==> src/rtl/seq_scan_pkg.sv <==
// seq_scan_pkg: shared state encodings and widths for the seq_scan arbiter and detector.
package seq_scan_pkg;
  typedef enum logic [1:0] {IDLE, SHIFT, FLUSH, DONE} ctrl_state_t;
  typedef enum logic [2:0] {START, Z1, Z2, Z2O1, FOUND} det_state_t;
  localparam int TOT_W = 16;
endpackage

==> src/rtl/seq_scan_det.sv <==
// seq_scan_det: Moore "0011" detector, MSB-first serial input, with sync restart.
module seq_scan_det
  import seq_scan_pkg::*;
(
  input  logic clk,
  input  logic clr,
  input  logic start,
  input  logic en,
  input  logic in,
  output logic match
);
  det_state_t state_q, state_d;
  always_comb begin
    state_d = state_q;
    if (start) state_d = START;
    else if (en)
      case (state_q)
        START:   state_d = in ? START : Z1;
        Z1:      state_d = in ? START : Z2;
        Z2:      state_d = in ? Z2O1  : Z2;
        Z2O1:    state_d = in ? FOUND : Z1;
        FOUND:   state_d = in ? START : Z1;
        default: state_d = START;
      endcase
  end
  always_ff @(posedge clk) begin
    if (!clr) state_q <= START;
    else state_q <= state_d;
  end
  assign match = state_q == FOUND;
endmodule

==> src/rtl/seq_scan_arbiter.sv <==
// seq_scan_arbiter: round-robin two-requester front end feeding one serial "0011" detector.
// Optional SEQ_SCAN_TOTAL_EN adds a saturating running total of matches (total_cnt).
module seq_scan_arbiter
  import seq_scan_pkg::*;
#(
  parameter int WORD_W = 8,
  parameter int CNT_W  = 4
) (
  input  logic              clk,
  input  logic              clr,
  input  logic [1:0]        req,
  input  logic [WORD_W-1:0] data0,
  input  logic [WORD_W-1:0] data1,
  output logic [1:0]        gnt,
  output logic              busy,
  output logic              done,
  output logic              done_id,
  output logic [CNT_W-1:0]  match_cnt,
  output logic              match_any
`ifdef SEQ_SCAN_TOTAL_EN
  ,
  output logic [TOT_W-1:0]  total_cnt
`endif
);
  localparam int BW = $clog2(WORD_W);
  ctrl_state_t state_q, state_d;
  logic [WORD_W-1:0] sh_q, sh_d;
  logic [BW-1:0] bit_q, bit_d;
  logic [CNT_W-1:0] work_q, work_d, cnt_q, cnt_d, work_inc;
  logic id_q, id_d, rid_q, rid_d, last_q, last_d;
  logic match, det_start, det_en;
  always_comb begin
    gnt = 2'b00;
    if (state_q == IDLE && clr) gnt = (req == 2'b11) ? (last_q ? 2'b01 : 2'b10) : req;
    work_inc = (match && work_q != '1) ? work_q + 1'b1 : work_q;
    state_d = state_q;
    sh_d = sh_q;
    bit_d = bit_q;
    work_d = work_q;
    cnt_d = cnt_q;
    id_d = id_q;
    rid_d = rid_q;
    last_d = last_q;
    det_start = 1'b0;
    det_en = 1'b0;
    case (state_q)
      IDLE: if (|gnt) begin
        state_d = SHIFT;
        sh_d = gnt[1] ? data1 : data0;
        id_d = gnt[1];
        last_d = gnt[1];
        bit_d = '0;
        work_d = '0;
        det_start = 1'b1;
      end
      SHIFT: begin
        det_en = 1'b1;
        sh_d = sh_q << 1;
        bit_d = bit_q + 1'b1;
        work_d = work_inc;
        if (bit_q == BW'(WORD_W - 1)) state_d = FLUSH;
      end
      // Results load here so they are already valid while done is high.
      FLUSH: begin
        work_d = work_inc;
        cnt_d = work_inc;
        rid_d = id_q;
        state_d = DONE;
      end
      default: state_d = IDLE;
    endcase
  end
  always_ff @(posedge clk) begin
    if (!clr) begin
      state_q <= IDLE;
      sh_q <= '0;
      bit_q <= '0;
      work_q <= '0;
      cnt_q <= '0;
      id_q <= 1'b0;
      rid_q <= 1'b0;
      last_q <= 1'b1;
    end else begin
      state_q <= state_d;
      sh_q <= sh_d;
      bit_q <= bit_d;
      work_q <= work_d;
      cnt_q <= cnt_d;
      id_q <= id_d;
      rid_q <= rid_d;
      last_q <= last_d;
    end
  end
  seq_scan_det u_det (
    .clk  (clk),
    .clr  (clr),
    .start(det_start),
    .en   (det_en),
    .in   (sh_q[WORD_W-1]),
    .match(match)
  );
  assign busy = state_q != IDLE;
  assign done = state_q == DONE;
  assign done_id = rid_q;
  assign match_cnt = cnt_q;
  assign match_any = |cnt_q;
`ifdef SEQ_SCAN_TOTAL_EN
  logic [TOT_W-1:0] tot_q, tot_d;
  logic [TOT_W:0] tot_sum;
  always_comb begin
    tot_sum = {1'b0, tot_q} + {{(TOT_W + 1 - CNT_W){1'b0}}, work_inc};
    tot_d = (state_q == FLUSH) ? (tot_sum[TOT_W] ? '1 : tot_sum[TOT_W-1:0]) : tot_q;
  end
  always_ff @(posedge clk) begin
    if (!clr) tot_q <= '0;
    else tot_q <= tot_d;
  end
  assign total_cnt = tot_q;
`endif
endmodule
==> config.mk <==
export PLATFORM = sky130hd
export DESIGN_NAME = seq_scan_arbiter
export DESIGN_NICKNAME = d
export VERILOG_FILES = /design/src/rtl/seq_scan_pkg.sv /design/src/rtl/seq_scan_det.sv /design/src/rtl/seq_scan_arbiter.sv
export SDC_FILE = /design/constraint.sdc
export NUM_CORES = 1
export LEC_CHECK = 0
export CAP_MARGIN = 25
export CELL_PAD_IN_SITES_DETAIL_PLACEMENT = 1
export CELL_PAD_IN_SITES_GLOBAL_PLACEMENT = 2
export CORE_AREA = 3 3 75 70
export DETAILED_ROUTE_END_ITERATION = 12
export DIE_AREA = 0 0 78 73
export HOLD_SLACK_MARGIN = 0.06
export MAX_ROUTING_LAYER = met4
export PLACE_DENSITY_LB_ADDON = 0.1
export SYNTH_ARGS = -nofsm -noshare
export SYNTH_HDL_FRONTEND = slang
export SYNTH_SLANG_ARGS = --single-unit
==> constraint.sdc <==
create_clock -name clk -period 3 [get_ports clk]
set_input_delay 0.6 -clock clk [delete_from_list [all_inputs] [get_ports clk]]
set_output_delay 0.6 -clock clk [all_outputs]
set_load 0.02 [all_outputs]
Word-level counts from Yosys, hierarchy flattened
Cells that the tools add are included.
- register bits after elaboration: 27
- output and inout bits: 10
- logic and storage cells: 62
- input bits: 20
- reductions and logical operators: 16
- equality and inequality tests: 12
- add/subtract/negate cells: 2
- bitwise operators: 1
- mux-type cells: 22
- operators by type and width (kind ; number):
    $mux W8 ; 2
    $pmux W8 S2 ; 1
    $mux W2 ; 6
    $pmux W3 S4 ; 1
    $mux W4 ; 2
    $pmux W4 S2 ; 1
    $reduce_and A2 Y1 ; 4
    $reduce_or A2 Y1 ; 4
    $eq A2 B2 Y1 const B ; 3
    $eq A3 B2 Y1 const B ; 2
    $eq A3 B3 Y1 const B ; 2
    $mux W3 ; 2
    $pmux W2 S3 ; 1
    $pmux W3 S2 ; 1
    $reduce_bool A2 Y1 ; 3
    $mux W1 ; 5
    $add A4 B1 Y4 const B ; 1
    $ne A4 B4 Y1 const B ; 1
    $reduce_or A4 Y1 ; 1
    $add A3 B1 Y3 const B ; 1
    $eq A3 B1 Y1 const B ; 1
    $logic_not A3 Y1 ; 1
    $eq A2 B1 Y1 const B ; 1
    $logic_and A1 B1 Y1 ; 2
    other kinds (4) ; 4

Logic depth before layout (Yosys ltp)
- depth after elaboration: 7
- depth in mapped cells: 7
- gate-level depth less buffers: 6

Modules after synthesis
From an unflattened synthesis, not the netlist that was laid out.
- cells, all modules: 176
- area total of the unflattened synthesis: 1462.7 µm²
- modules (own cells, without submodules) (module ; area an instance (µm²) ; cells an instance ; seq. area each (µm²) ; times used):
    seq_scan_arbiter ; 1300.0 ; 155 ; 480.5 ; 1
    seq_scan_det ; 162.7 ; 21 ; 60.1 ; 1

Worst setup path after synthesis
No wires, ideal clock.
- kind: register -> output
- start: register state_q[0]
- end: output gnt[1]
- path buffers: 2
- setup slack: 1.110 ns
- arrival time: 1.290 ns
- required time: 2.400 ns
- stages on the path, launching flop included: 7
- path through: dfxtp_1 -> inv_1 -> ha_1 -> buf_4 -> nand4_1 -> buf_2 -> inv_1
- word-level cells in the longest chain between the ends: 3
- RTL lines (element ; RTL line ; source):
    start: declaration ; seq_scan_arbiter.sv:26 ; ctrl_state_t state_q, state_d;
    start signal: assignment ; seq_scan_arbiter.sv:84 ; state_q <= state_d;
    $logic_not A2 Y1 ; seq_scan_arbiter.sv:34 ; if (state_q == IDLE && clr) gnt = (req == 2'b11) ? (last_q ? 2'b01 : 2'b10) : req;
    $logic_and A1 B1 Y1 ; seq_scan_arbiter.sv:34 ;
    $mux W2 ; seq_scan_arbiter.sv:34 ;
    end: declaration ; seq_scan_arbiter.sv:14 ; output logic [1:0] gnt,
No other way between the ends.

Final worst setup path
- start: input clr
- end: output gnt[0]
- word-level cells in the longest chain between the ends: 2
- RTL lines (element ; RTL line ; source):
    start: declaration ; seq_scan_arbiter.sv:10 ; input logic clr,
    $logic_and A1 B1 Y1 ; seq_scan_arbiter.sv:34 ;
    $mux W2 ; seq_scan_arbiter.sv:34 ;
No other way between the ends.

==> out/results.tsv <==
stage	metric	value	unit
run_status	outcome	complete, no violations	
critical_path	arrival time worst endpoint	2.20	ns
route	drt pass-1 iters	4	
route	vias per cell	5.15	
global_route	largest net degree at the start of global routing	21	
route	post-DR wirelength/cell	14.8	µm
finish	Total Nets Final	219	
power	Pwr per Cell Area	767	nW/µm²
clocking	htree depth	1	
critical_path	CP max stage delay	0.68	ns
clocking	CTS max path bufs	2	
floorplan	Site Rows	23	
critical_path	worst path cell trace	clkdlybuf4s50_1 -> nand3_1 -> a21oi_1 -> clkdlybuf4s50_1	
route	drt total wl	3740	µm
placed_design	IO buf count	29	
power	P_int	823	µW
clocking	CTS tree	built	
logic_synthesis	Mapped Cells	161	
critical_path	Worst R2R Start	state_q[0]$_SDFFE_PN0P_	
logic_synthesis	Syn. warnings	0	
route	vias post-DR	1298	
timing	Final setup violation count	0	
floorplan	area of the die	5690	µm²
finish	FILL cells	563	
power	switch share	0.412	
min_path	hold path depth	2	
finish	ant diodes	0	
logic_synthesis	asr flop ratio synth	0	
logic_synthesis	Synth Area in XOR/XNOR	0.0122	
timing	Max-slew headroom	0.533	
critical_path	Worst Path Max Fanout	3	
critical_path	CP startpoint	clr	
timing	RSZ-0062 raised after global routing	no	
clocking	TritonCTS Buffers	3	
critical_path	CP max-delay cell	clkdlybuf4s50_1	
timing	final max-slew violation count	0	
critical_path	worst reg2reg path endpoint	sh_q[3]$_SDFFE_PN0P_	
global_route	vias in the first global route	1350	
clocking	clock latency on the worst-skew pair	0.28	ns
timing	Fin Setup TNS	0	ns
logic_synthesis	largest family of logic cells by synthesized area	compound AO/OA/AOI/OAI gates	
logic_synthesis	Post-synth EDFFs	0	
clocking	Clock Sinks	27	
logic_synthesis	number of distinct library cells after synthesis	39	
logic_synthesis	synth cell count leaders	dfxtp_1 (27), nand2_1 (16), o21ai_0 (13)	
clocking	Clk pin slew, worst setup/hold paths	0.09	ns
critical_path	CP most frequent cell	clkdlybuf4s50_1	
floorplan	die width	78	µm
power	maximum vdd drop	216	µV
critical_path	critical path type	input pin to output pin	
critical_path	WP data required	2.40	ns
placed_design	hpwl dp	2890	µm
floorplan	io pins	30	
run	max-cap viol count	0	
logic_synthesis	syn nets	189	
min_path	HP Class	flop to flop	
route	Final ANT Viol Nets	0	
min_path	Worst Hold Launch	sh_q[0]$_SDFFE_PN0P_	
timing	crit share post-route	0.932	
logic_synthesis	top cells by area, synth	dfxtp_1 (38%), ha_1 (7.0%), mux2i_1 (7.0%)	
critical_path	worst reg2reg path depth	7	
critical_path	Setup crit start kind	input pin	
finish	register area	541	µm²
finish	layout cells sized above 1	0.0632	
logic_synthesis	post-synth top area share	0.378	
timing	clk_skew	0.00633	ns
power	Tot Pwr	1.40	mW
timing	minimum clock period	2.80	ns
global_route	GRT Total Usage	0.144	
logic_synthesis	mux cell area share after synthesis	0.0700	
logic_synthesis	sequential element share of the synthesized area	0.378	
route	drc violations	0	
logic_synthesis	most common cell in the netlist	dfxtp_1	
critical_path	reg2reg setup slack	1.02	ns
timing	Final Hold Viols	0	
logic_synthesis	Simple-Gate Fraction of Synth Area	0.187	
critical_path	Crit. End Element	output pin	
min_path	worst min-delay path endpoint	sh_q[0]$_SDFFE_PN0P_	
power	Leak	0.706	nW
logic_synthesis	Mapped Area	1430	µm²
power	combinational power share	0.485	
floorplan	starting density of the core	0.319	
global_route	GRT overflow	0	
logic_synthesis	Synth Area in Adders	0.0700	
placed_design	Final Wtd Congestion	0.774	
logic_synthesis	top cell type by total area after synthesis	dfxtp_1	
finish	area of the multi-input gates	810	µm²
logic_synthesis	syn avg cell area	8.88	µm²
timing	FMAX	0.358	GHz
finish	area added between synthesis and finish	27.5	%
clocking	Root Driver	clkbuf_8	
clocking	CTS Hold Bufs	0	
logic_synthesis	main flop type after synthesis	dfxtp_1	
global_route	global-route wire length before repair	6310	µm
floorplan	Die Y-Extent	73	µm
logic_synthesis	Seq cells post-synth	27	
floorplan	Core Footprint	4490	µm²
route	number of DRC markers in iteration 0	70	
power	sw power	575	µW
clocking	# resized after CTS	0	
power	sequential share of power	0.364	
power	Clk pwr share	0.151	
global_route	initial antenna violation count	0	
logic_synthesis	Synth Area in Compound Gates	0.227	
clocking	Post-CTS Setup Repair Bufs	0	
timing	Worst Tran Pin Value	0.700	ns
[worst max-delay path, delay by kind of cell]
kind	cells	cell delay, ns
and+or+nand+nor	1	0.09
buffers and inverters	2	1.20
AOI/OAI and AO/OA	1	0.31
[routing by layer]
metal	vias up	GRT usage	wire [µm]
met5	-	-	0
met4	0	0.0602	59
met3	5	0.0185	75
met2	19	0.246	1750
met1	620	0.171	1860
li1	654	-	-
[cell usage in the layout (no fill, tap or decap), types with 2 or more instances in the layout]
cell and count:
nor2_1 5, a31oi_1 3, o31ai_1 2, nand3b_1 2, a2bb2oi_1 2, nor2b_1 3, a21oi_1 9, buf_4 5
nand3_1 9, o21ai_1 7, xor2_1 2, nand2_1 16, inv_1 6, mux2i_1 10, a32oi_1 9, nand4_1 2
o21ai_0 13, ha_1 8, clkbuf_8 3, dfxtp_1 27, clkdlybuf4s50_1 29
[metrics by stage]
step	cells	hold slack, ns	utilization	cell area [µm²]	setup WS (ns)
after CTS	252	0.487	0.406	1820	0.205
final	252	0.478	0.406	1820	0.204
after global routing	252	0.517	0.406	1820	0.124
after global placement	248	0.456	0.396	1780	0.248
after detailed placement	248	0.471	0.396	1780	0.200
after floorplan	161	0.436	-	1430	1.11
[worst max-delay path by stage]
stage,end,slack [ns],cells after the start
floorplan,gnt[1],1.11,6
global placement,gnt[0],0.25,4
detailed placement,gnt[0],0.20,4
CTS,gnt[0],0.21,4
global route,gnt[0],0.12,5
finish,gnt[0],0.20,4
[state kept, by name (all words and copies together), names as in the netlist]
signal and count:
id_q 1, state_q 2, sh_q 8, last_q 1, bit_q 3, u_det.state_q 3
match_cnt 4, work_q 4, done_id 1
[power groups by stage]
stage / Combinational [mW] / Clock, mW / Sequential, mW
2_1_floorplan: 0.430 / 0 / 0.523
3_3_place_gp: 0.660 / 0 / 0.514
3_5_place_dp: 0.685 / 0 / 0.518
4_1_cts: 0.689 / 0.218 / 0.509
5_1_grt: 0.748 / 0.233 / 0.523
6_report: 0.678 / 0.211 / 0.508
[cell type report]
class | count | share of cell area
tap | 62 | 0.0426
inverter | 6 | 0.0124
sequential | 27 | 0.296
timing repair buffer | 34 | 0.180
clock buffer | 4 | 0.0247
multi-input combinational | 119 | 0.444
[cells by family (layout without fill, tap and decap cells)]
group                      count (synthesis)  in the layout
AOI/OAI and AO/OA                         51             51
and+or+nand+nor                           48             48
DFF                                       27             27
buffers and inverters                     15             44
muxes                                     10             10
adders and majority gates                  8              8
xor gates and xnor gates                   2              2
No activity file was read; power rests on OpenSTA's default activity.
